File: config.mk
export PLATFORM = sky130hd
export DESIGN_NAME = mem_port_arbiter
export DESIGN_NICKNAME = d
export VERILOG_FILES = /design/src/rtl/mem_port_arbiter.sv
export SDC_FILE = /design/constraint.sdc
export NUM_CORES = 1
export LEC_CHECK = 0
export CORE_AREA = 2 2 101 103
export CTS_BUF_LIST = sky130_fd_sc_hd__clkbuf_8
export DETAILED_ROUTE_END_ITERATION = 7
export DIE_AREA = 0 0 103 105
export HOLD_SLACK_MARGIN = 0.1
export PLACE_DENSITY = 0.7
export SETUP_SLACK_MARGIN = 0.2
export SLEW_MARGIN = 5
export SYNTH_ARGS = -nofsm -noshare
export SYNTH_HDL_FRONTEND = slang
export SYNTH_SLANG_ARGS = --single-unit
File: constraint.sdc
create_clock -name clk -period 1.98 [get_ports clk]
set_input_delay 0.198 -clock clk [delete_from_list [all_inputs] [get_ports clk]]
set_output_delay 0.198 -clock clk [all_outputs]
set_load 0.005 [all_outputs]
File: src/rtl/mem_port_arbiter.sv
// Two-port arbiter for the shared synchronous memory port: port 0 has fixed priority,
// port 1 is guaranteed a grant after STARVE_LIMIT denied cycles. Read data returns one cycle later.
module mem_port_arbiter #(
   parameter int AWIDTH       = 14,
   parameter int STARVE_LIMIT = 8
) (
   input  logic              clk,
   input  logic              rst,
   input  logic              p0_valid,
   output logic              p0_ready,
   input  logic              p0_write,
   input  logic [3:0]        p0_wmask,
   input  logic [31:0]       p0_wdata,
   input  logic              p0_wgrubby,
   input  logic [AWIDTH-1:0] p0_addr,
   output logic [31:0]       p0_rdata,
   output logic              p0_rgrubby,
   output logic              p0_rvalid,
   input  logic              p1_valid,
   output logic              p1_ready,
   input  logic              p1_write,
   input  logic [3:0]        p1_wmask,
   input  logic [31:0]       p1_wdata,
   input  logic              p1_wgrubby,
   input  logic [AWIDTH-1:0] p1_addr,
   output logic [31:0]       p1_rdata,
   output logic              p1_rgrubby,
   output logic              p1_rvalid,
   output logic              mem_valid,
   output logic              mem_write,
   output logic [3:0]        mem_wmask,
   output logic [31:0]       mem_wdata,
   output logic              mem_wgrubby,
   output logic [AWIDTH-1:0] mem_addr,
   input  logic [31:0]       mem_rdata,
   input  logic              mem_rgrubby
);

   localparam int CW = $clog2(STARVE_LIMIT + 1);

   typedef enum logic [1:0] {
      OWNER_NONE = 2'd0,
      OWNER_P0   = 2'd1,
      OWNER_P1   = 2'd2
   } owner_t;

   owner_t        owner_reg, owner_next;
   logic [CW-1:0] starve_cnt_reg, starve_cnt_next;
   logic          force1, grant0, grant1;
   logic [1:0]    rvalid_vec;

   assign force1 = (starve_cnt_reg == CW'(STARVE_LIMIT));
   assign grant0 = p0_valid & ~force1 & ~rst;
   assign grant1 = p1_valid & (~p0_valid | force1) & ~rst;

   assign p0_ready = grant0;
   assign p1_ready = grant1;

   always_comb begin
      mem_valid   = grant0 | grant1;
      mem_write   = 1'b0;
      mem_wmask   = '0;
      mem_wdata   = '0;
      mem_wgrubby = 1'b0;
      mem_addr    = '0;
      if (grant0) begin
         mem_write   = p0_write;
         mem_wmask   = p0_wmask;
         mem_wdata   = p0_wdata;
         mem_wgrubby = p0_wgrubby;
         mem_addr    = p0_addr;
      end else if (grant1) begin
         mem_write   = p1_write;
         mem_wmask   = p1_wmask;
         mem_wdata   = p1_wdata;
         mem_wgrubby = p1_wgrubby;
         mem_addr    = p1_addr;
      end
   end

   // Saturates at STARVE_LIMIT; reaching it forces the next grant to port 1.
   always_comb begin
      starve_cnt_next = starve_cnt_reg;
      if (!p1_valid || grant1)
         starve_cnt_next = '0;
      else if (!force1)
         starve_cnt_next = starve_cnt_reg + 1'b1;
   end

   always_comb begin
      owner_next = OWNER_NONE;
      if (grant0 && !p0_write)
         owner_next = OWNER_P0;
      else if (grant1 && !p1_write)
         owner_next = OWNER_P1;
   end

   always_ff @(posedge clk or posedge rst) begin
      if (rst) begin
         owner_reg      <= OWNER_NONE;
         starve_cnt_reg <= '0;
      end else begin
         owner_reg      <= owner_next;
         starve_cnt_reg <= starve_cnt_next;
      end
   end

   genvar gi;
   generate
      for (gi = 0; gi < 2; gi++) begin : g_ret
         assign rvalid_vec[gi] = (owner_reg == ((gi == 0) ? OWNER_P0 : OWNER_P1));
      end
   endgenerate

   // Data is broadcast to both ports; only rvalid names the owner.
   assign p0_rvalid  = rvalid_vec[0];
   assign p1_rvalid  = rvalid_vec[1];
   assign p0_rdata   = rst ? '0 : mem_rdata;
   assign p1_rdata   = rst ? '0 : mem_rdata;
   assign p0_rgrubby = mem_rgrubby & ~rst;
   assign p1_rgrubby = mem_rgrubby & ~rst;

endmodule

# Word-level counts from Yosys, hierarchy flattened
# Index checks and enable logic that the tools add are counted.
[classes]
bitwise = 10
mux = 15
n_eq_ne = 4
n_reduce_logical = 6
n_div = 0
n_addsub = 1
multipliers = 0
n_lt_le_gt_ge = 0
shift = 0
[op_table]
columns = ["op", "count"]
rows = [
  ["$mux W32", 3],
  ["$mux W14", 2],
  ["$mux W4", 4],
  ["$and A1 B1 Y1", 5],
  ["$add A4 B1 Y4 const B", 1],
  ["$eq A4 B4 Y1 const B", 1],
  ["$mux W1", 4],
  ["$mux W2", 2],
  ["$logic_not A1 Y1", 3],
  ["$not A1 Y1", 3],
  ["$eq A2 B1 Y1 const B", 1],
  ["$eq A2 B2 Y1 const B", 1],
  ["$logic_and A1 B1 Y1", 2],
  ["$ne A2 B1 Y1 const B", 1],
  ["$or A1 B1 Y1", 2],
  ["$logic_or A1 B1 Y1", 1],
]
[totals]
memories = 0
regBits = 6
output_inout_bits = 123
romBits = 0
mem_bits_rw = 0
latchBits = 0
word_cells = 38

# Longest topological paths before layout
# Gate-level depths: netlist of the first run.
[logic_depth]
depth_word = 7
mapped_depth = 6
ltp_nobuf = 5

# Worst setup path after synthesis of the first run
# Ideal clock, no wire load.
[synth_timing]
kind = "register to output"
from = "register starve_cnt_reg[0]"
to = "output mem_wdata[13]"
path_slack_ns = 0.406
path_buffers = 1
arrival_time_ns = 1.376
path_stages_with_launch = 7
cell_sequence = "dfrtp_1 -> inv_1 -> ha_1 -> and3b_4 -> nor2_4 -> buf_6 -> a22o_1"
[synth_via]
word_cells_on_any_way = 9
cone_classes = "eq/ne (1); mux (2); bitwise (6)"
[synth_lines]
columns = ["item", "line", "source"]
rows = [
  ["start, declared", "48", "logic [CW-1:0] starve_cnt_reg, starve_cnt_next;"],
  ["start signal, assigned", "104", "starve_cnt_reg <= starve_cnt_next;"],
  ["$eq A4 B4 Y1", "52", "assign force1 = (starve_cnt_reg == CW'(STARVE_LIMIT));"],
  ["$not A1 Y1", "53", "assign grant0 = p0_valid & ~force1 & ~rst;"],
  ["$and A1 B1 Y1 (2 in a row)", "53", ""],
  ["net p0_ready", "10", "output logic p0_ready,"],
  ["$mux W32", "66", "if (grant0) begin"],
  ["end, declared", "32", "output logic [31:0] mem_wdata,"],
]
# The timed path passes the listed nets, and every way through them passes these cells.

# Final worst setup path of the first run
[layout_timing]
from = "register starve_cnt_reg[1]"
to = "output mem_write"
[layout_via]
elab_chain_cells = 6
word_cells_on_any_way = 9
cone_classes = "eq/ne (1); mux (2); bitwise (6)"
[layout_rtl]
columns = ["item", "line", "source"]
rows = [
  ["$eq A4 B4 Y1 (*)", "52", ""],
  ["$or A1 B1 Y1", "54", "assign grant1 = p1_valid & (~p0_valid | force1) & ~rst;"],
  ["$and A1 B1 Y1 (2 in a row)", "54", ""],
  ["$mux W1", "72", "end else if (grant1) begin"],
  ["$mux W1 (*)", "66", ""],
  ["end, declared", "30", "output logic mem_write,"],
]
# Mark *: on every way between the ends. The rest lies on a longest branch, timed or not.

==> load_flow_metrics.sql, run 1 <==
INSERT INTO impl_metrics (metric_group, metric, value, unit) VALUES
('status', 'status', 'finished with violations', ''),
('status', 'violated_checks', 'negative setup slack', ''),
('pwr', 'power_density', '268', 'nW/um2'),
('logic_synthesis', 'yosys.area.top_type_share', '0.318', ''),
('worst_setup_path', 'crit_path_start', 'starve_cnt_reg[1]', ''),
('floorplan', 'rows', '36', ''),
('detailed_routing', 'vias_per_cell', '4.23', ''),
('cells_and_area', 'syn2layout_area_growth', '213', '%'),
('worst_setup_path', 'regToRegStartpoint', 'starve_cnt_reg[1]', ''),
('logic_synthesis', 'synth.area.top_cells', 'sky130_fd_sc_hd__a22o_1, sky130_fd_sc_hd__buf_4, sky130_fd_sc_hd__nor2b_1', ''),
('logic_synthesis', 'synth_async_sr_flop_share', '1.00', ''),
('cts', 'cts_tree', 'done', ''),
('floorplan', 'floorplan.io_pins', '264', ''),
('placed_design', 'globalplace.congestion', '0.870', ''),
('logic_synthesis', 'synth-seq-area-share', '0.107', ''),
('logic_synthesis', 'synth_ff_type', 'sky130_fd_sc_hd__dfrtp_1', ''),
('flow_run', 'cap_viol_max_count', '0', ''),
('global_routing', 'grt_start_max_net_pins', '21', ''),
('worst_setup_path', 'timing.critical_path.arrival', '1.82', 'ns'),
('worst_setup_path', 'cp_cell_sequence', 'inv_2 > ha_4 > and3b_4 > nor2_4 > buf_4 > buf_6 > buf_6 > a22o_4 > buf_6', ''),
('pwr', 'peakVddDrop', '0.116', 'mV'),
('floorplan', 'dieArea', '10800', 'um2'),
('global_routing', 'groute.usage.overall', '0.164', ''),
('timing', 'finalWorstPathRequiredPeriod', '2.02', 'ns'),
('worst_setup_path', 'critPathCaptureType', 'output port', ''),
('min_path', 'hold_path_class', 'primary input to asynchronous set/reset pin', ''),
('cts', 'clock-sinks', '6', ''),
('logic_synthesis', 'synth_area_per_cell', '8.42', 'um2'),
('cells_and_area', 'final_cell_mix', 'sky130_fd_sc_hd__clkdlybuf4s50_1, sky130_fd_sc_hd__buf_2, sky130_fd_sc_hd__a22o_1', ''),
('timing', 'worst_hold_slack', '0.403', 'ns'),
('logic_synthesis', 'yosys.cell_types.count', '25', ''),
('worst_setup_path', 'regToRegSetupSlack', '0.49', 'ns'),
('cells_and_area', 'layout.cells.most_common', 'sky130_fd_sc_hd__clkdlybuf4s50_1', ''),
('cts', 'clk_transition_reported_paths', '0.04', 'ns'),
('global_routing', 'grt-ovfl-total', '0', ''),
('cts', 'number_of_buffers_on_the_longest_clock_path', '2', ''),
('floorplan', 'die-height', '105', 'um'),
('logic_synthesis', 'syn_nets', '310', ''),
('pwr', 'power.static_leakage', '0.00192', 'uW'),
('detailed_routing', 'route.vias.total', '2414', ''),
('timing', 'final-max-slew-violation-count', '0', ''),
('cts', 'clock_latency', '0.22', 'ns'),
('worst_setup_path', 'worst_path_most_repeated_cell', 'sky130_fd_sc_hd__buf_6', ''),
('logic_synthesis', 'netlist_instances', '167', ''),
('placed_design', 'hpwlAfterDp', '6.84', 'mm'),
('detailed_routing', 'drcViolationCount', '0', ''),
('detailed_routing', 'wl_per_cell', '17.6', 'um'),
('timing', 'grt_setup_unrepaired', 'true', ''),
('cells_and_area', 'final_nets', '582', ''),
('cts', 'ctsHtreeMaxLevel', '1', ''),
('worst_setup_path', 'reg2reg_depth', '8', ''),
('cts', 'cts_hold_buffers', '0', ''),
('logic_synthesis', 'synth_largest_area_cell', 'sky130_fd_sc_hd__a22o_1', ''),
('timing', 'report.final.hold_viol_count', '0', ''),
('timing', 'max_slew.worst_pin.slew', '0.287', 'ns'),
('floorplan', 'core_region_area', '9640', 'um2'),
('logic_synthesis', 'synth_enable_flop_cells', '0', ''),
('timing', 'finalSetupViolCount', '11', ''),
('detailed_routing', 'final_antenna_net_count', '0', ''),
('cells_and_area', 'largest_register_ff_count', '4', ''),
('timing', 'post_route_worst_setup_slack', '-0.0353', 'ns'),
('logic_synthesis', 'syn-cell-area', '1410', 'um2'),
('logic_synthesis', 'yosys_warnings', '0', ''),
('timing', 'worst_slew_margin_rel', '0.807', ''),
('cts', 'clockRootBuffer', 'sky130_fd_sc_hd__clkbuf_8', ''),
('timing', 'max_clock_freq', '496', 'MHz'),
('timing', 'fin_crit_share', '1.02', ''),
('worst_setup_path', 'start_kind', 'flip-flop', ''),
('placed_design', 'io_buffer_count', '263', ''),
('cts', 'cts_made_buffers', '3', ''),
('worst_setup_path', 'criticalPathCategory', 'flip-flop to output port', '');
==> critical path, delay by kind of cell (launching register included) <==
| family | cells | cell delay, ns |
|---|---|---|
| adder cells (fa/ha/maj) | 1 | 0.15 |
| flip-flops | 1 | 0.37 |
| buffers and inverters | 5 | 0.55 |
| AO/OA/AOI/OAI | 1 | 0.23 |
| AND/OR/NAND/NOR | 2 | 0.29 |
==> cell families (layout without fill, tap and decap cells) <==
group | Yosys count | in the layout | share of synthesized area
and+or+nand+nor | 47 | 47 | 0.222
other | 0 | 1 | 0
buffers and inverters | 51 | 321 | 0.278
AOI/OAI and AO/OA | 59 | 59 | 0.362
adders and majority gates | 2 | 2 | 0.0178
xor gates and xnor gates | 2 | 2 | 0.0125
DFF | 6 | 6 | 0.107
==> cells in the mapped netlist (2+ instances only) <==
| master | count |
|---|---|
| sky130_fd_sc_hd__inv_1 | 4 |
| sky130_fd_sc_hd__a21oi_1 | 2 |
| sky130_fd_sc_hd__dfrtp_1 | 6 |
| sky130_fd_sc_hd__a22o_1 | 51 |
| sky130_fd_sc_hd__nand3_1 | 3 |
| sky130_fd_sc_hd__o21ai_0 | 2 |
| sky130_fd_sc_hd__buf_6 | 10 |
| sky130_fd_sc_hd__nor3_1 | 3 |
| sky130_fd_sc_hd__clkbuf_1 | 2 |
| sky130_fd_sc_hd__ha_1 | 2 |
| sky130_fd_sc_hd__nor2b_1 | 35 |
| sky130_fd_sc_hd__nand2b_1 | 2 |
| sky130_fd_sc_hd__buf_4 | 33 |
==> what timing repair did <==
| item | in CTS | in global routing |
|---|---|---|
| setup endpoints to repair | 121 | 55 |
| pin swaps | 23 | 17 |
| resized for setup | 261 | 9 |
| buffers inserted | 25 | 3 |
| cloned | 10 | 2 |
==> power breakdown <==
part,internal [uW],leakage (uW),switching [uW]
logic,608,0.00181,261
registers,128,0.0000813,3.18
clock network,130,0.0000216,51.1
==> metrics by stage <==
stage | total power (uW) | std cells | cell area (um2) | utilization
floorplan | 372 | 167 | 1410 | -
global placement | 901 | 527 | 3940 | 0.408
CTS | 1170 | 565 | 4310 | 0.447
detailed placement | 906 | 527 | 3940 | 0.408
global route | 1240 | 571 | 4410 | 0.457
finish | 1180 | 571 | 4410 | 0.457
==> how the worst max path moves through the flow <==
| stage | slack (ns) | to | cells past startpoint |
|---|---|---|---|
| detailed placement | -0.17 | mem_addr[2] | 6 |
| CTS | -0.05 | mem_wdata[1] | 8 |
| finish | -0.04 | mem_write | 9 |
| global placement | -0.14 | mem_addr[2] | 6 |
| floorplan | 0.41 | mem_wdata[13] | 6 |
| global route | -0.11 | mem_wdata[21] | 9 |
==> cell type report <==
cell class / instances / area (um2) / area share
timing repair buffer: 314 / 3140 / 0.713
multi-input combinational: 110 / 891 / 0.202
tap: 133 / 166 / 0.0378
sequential: 6 / 150 / 0.0341
clock buffer: 3 / 41.3 / 0.00937
inverter: 4 / 15.0 / 0.00341
antenna: 1 / 2.50 / 0.000568
==> metal layers <==
metal | part of all wire | GRT usage
met5 | 0 | 0
met2 | 0.54 | 0.317
met3 | 0.11 | 0.0381
met1 | 0.34 | 0.170
met4 | 0.0090 | 0.0432
No activity file was read; power rests on OpenSTA's default activity.
==> run 2, diff against run 1 <==
Settings changed: CORE_AREA 2 2 101 103 to 2 2 103 105, DIE_AREA 0 0 103 105 to 0 0 105 107.
Clock period 1.98 ns to 1.7 ns, I/O delays scaled along.
==> load_flow_metrics.sql, run 2 (synthesis gave the netlist of run 1 again) <==
INSERT INTO impl_metrics (metric_group, metric, value, unit) VALUES
('cts', 'clockRootBuffer', 'sky130_fd_sc_hd__clkbuf_8', ''),
('cells_and_area', 'layout-drive-gt1-share', '0.357', ''),
('timing', 'totalNegativeSetupSlack', '-17.57', 'ns'),
('detailed_routing', 'drcViolationCount', '0', ''),
('cells_and_area', 'layout.cells.most_common', 'sky130_fd_sc_hd__clkdlybuf4s50_1', ''),
('timing', 'worst_hold_slack', '0.117', 'ns'),
('cells_and_area', 'final_nets', '596', ''),
('timing', 'finClkSkew', '0.00290', 'ns'),
('global_routing', 'groute.usage.overall', '0.167', ''),
('placed_design', 'hpwlAfterDp', '6.62', 'mm'),
('worst_setup_path', 'reg2reg_depth', '13', ''),
('detailed_routing', 'first_pass_iteration_count_of_the_detailed_router', '4', ''),
('detailed_routing', 'final_antenna_net_count', '0', ''),
('placed_design', 'placedInstanceArea', '3960', 'um2'),
('worst_setup_path', 'worst_path_most_repeated_cell', 'sky130_fd_sc_hd__buf_12', ''),
('worst_setup_path', 'regToRegStartpoint', 'starve_cnt_reg[1]', ''),
('cts', 'clk_transition_reported_paths', '0.04', 'ns'),
('detailed_routing', 'drt_iter0_markers', '76', ''),
('placed_design', 'io_buffer_count', '263', ''),
('detailed_routing', 'routed-wl-met3', '879', 'um'),
('cells_and_area', 'syn2layout_area_growth', '240', '%'),
('worst_setup_path', 'timing.critical_path.arrival', '1.95', 'ns'),
('floorplan', 'rows', '37', ''),
('detailed_routing', 'dr.max_layer_used', 'met4', ''),
('timing', 'max_slew.worst_pin.slew', '0.343', 'ns'),
('floorplan', 'die-height', '107', 'um'),
('cells_and_area', 'final_cell_mix', 'sky130_fd_sc_hd__clkdlybuf4s50_1, sky130_fd_sc_hd__buf_2, sky130_fd_sc_hd__a22o_1', ''),
('cells_and_area', 'final_util', '0.474', ''),
('detailed_routing', 'routed_wire_length', '10.3', 'mm'),
('global_routing', 'grt_start_max_net_pins', '34', ''),
('cells_and_area', 'largest_register_ff_count', '4', ''),
('worst_setup_path', 'slowest_delay', '0.38', 'ns'),
('detailed_routing', 'wl_per_cell', '17.5', 'um'),
('global_routing', 'grt_antenna_before_repair', '2', ''),
('pwr', 'peakVddDrop', '0.183', 'mV'),
('worst_setup_path', 'end_of_the_worst_register_to_register_path', 'starve_cnt_reg[1]', ''),
('timing', 'post_route_worst_setup_slack', '-0.421', 'ns'),
('cts', 'cts_hold_buffers', '0', ''),
('floorplan', 'core_region_area', '10100', 'um2'),
('min_path', 'hold_path_class', 'primary input to asynchronous set/reset pin', ''),
('placed_design', 'placement.setup.worst_slack', '-0.493', 'ns'),
('timing', 'report.final.hold_viol_count', '0', ''),
('detailed_routing', 'met1Wirelength', '3.79', 'mm'),
('global_routing', 'grt_pass1_wl', '14.5', 'mm'),
('global_routing', 'first_global_vias', '2652', ''),
('timing', 'final-max-slew-violation-count', '0', ''),
('status', 'violated_checks', 'negative setup slack', ''),
('worst_setup_path', 'start_kind', 'flip-flop', ''),
('global_routing', 'grt-ovfl-total', '0', ''),
('flow_run', 'cap_viol_max_count', '0', ''),
('detailed_routing', 'vias_per_cell', '4.16', ''),
('cts', 'number_of_buffers_on_the_longest_clock_path', '2', ''),
('timing', 'grt_setup_unrepaired', 'true', ''),
('worst_setup_path', 'cp_cell_sequence', 'inv_2 > ha_4 > buf_6 > and3b_4 > nor2_4 > buf_12 > buf_12 > clkbuf_16 > a22o_1 > buf_2', ''),
('timing', 'finalSetupViolCount', '57', ''),
('detailed_routing', 'route.met2.wl', '5.54', 'mm'),
('timing', 'fin_crit_share', '1.25', ''),
('worst_setup_path', 'criticalPathCategory', 'flip-flop to output port', ''),
('floorplan', 'floorplan_die_width', '105', 'um'),
('worst_setup_path', 'required', '1.53', 'ns'),
('cts', 'clock-sinks', '6', ''),
('timing', 'max_clock_freq', '471', 'MHz'),
('pwr', 'power.static_leakage', '0.00234', 'uW'),
('cts', 'ctsHtreeMaxLevel', '1', ''),
('worst_setup_path', 'timing.critical_path.fanout_max', '6', ''),
('cells_and_area', 'fillers', '966', ''),
('detailed_routing', 'route.vias.total', '2452', ''),
('floorplan', 'floorplan.io_pins', '264', ''),
('worst_setup_path', 'critPathCaptureType', 'output port', ''),
('timing', 'worst_slew_margin_rel', '0.769', ''),
('floorplan', 'dieArea', '11200', 'um2'),
('status', 'status', 'finished with violations', ''),
('placed_design', 'globalplace.congestion', '0.745', ''),
('floorplan', 'starting_density_of_the_core', '0.139', ''),
('worst_setup_path', 'slowest_stage', 'sky130_fd_sc_hd__dfrtp_1', ''),
('cts', 'cts_tree', 'done', ''),
('cts', 'cts_made_buffers', '3', ''),
('cells_and_area', 'finish.instance_area', '4780', 'um2'),
('worst_setup_path', 'regToRegSetupSlack', '-0.15', 'ns'),
('pwr', 'power_density', '300', 'nW/um2'),
('timing', 'finalWorstPathRequiredPeriod', '2.12', 'ns'),
('cts', 'clock_latency', '0.23', 'ns');
==> run 2: changes by cell type in the layout (fill, tap and decap cells not counted), sizes merged <==
cell,before,now
dlygate4sd2,1,0
bufbuf,1,0
clkbuf,5,6
buf,103,117
diode,1,2
dlymetal6s2s,0,21
clkdlybuf4s50,207,187
==> run 2: cell type report <==
type | instances | area [um2] | share of cell area
Tap cell | 136 | 170 | 0.0356
Sequential cell | 6 | 150 | 0.0314
Clock buffer | 3 | 41.3 | 0.00863
Antenna cell | 2 | 5.00 | 0.00105
Timing Repair Buffer | 328 | 3420 | 0.716
Inverter | 4 | 15.0 | 0.00314
Multi-Input combinational cell | 110 | 978 | 0.205
==> run 2: power breakdown <==
group	leakage [uW]	total [uW]	internal (uW)	switching (uW)
Sequential	0.0000813	153	149	3.61
Combinational	0.00223	1060	742	318
Clock	0.0000216	221	153	68.6
==> run 2: stage by stage <==
stage	total power, uW	instances
floorplan	435	167
global placement	1050	532
detailed placement	1060	532
CTS	1390	576
global route	1510	588
finish	1430	589
==> run 2: routing by layer <==
layer	vias up	GRT usage
met2	152	0.316
met1	1134	0.177
met3	5	0.0480
li1	1161	-
met4	0	0.0505
met5	-	0
==> run 2: worst max path at each step <==
stage | from | end
2_1_floorplan | starve_cnt_reg[0] | mem_wdata[14]
3_3_place_gp | rst | mem_addr[5]
3_5_place_dp | rst | mem_addr[5]
4_1_cts | starve_cnt_reg[1] | mem_wmask[0]
5_1_grt | starve_cnt_reg[1] | mem_valid
6_report | starve_cnt_reg[0] | mem_addr[10]
==> run 2: worst max-delay path: cells and delay by family (launching register included) <==
family	cells	cell delay, ns
adders and majority gates	1	0.15
AOI/OAI and AO/OA	1	0.20
DFF	1	0.38
and+or+nand+nor	2	0.26
buffers and inverters	6	0.71
==> run 2: timing repair <==
action                     CTS  global route
gates resized for setup    263            61
setup endpoints to repair  121           125
cloned                      10             2
buffers inserted            31             9
pin swaps                   45            28
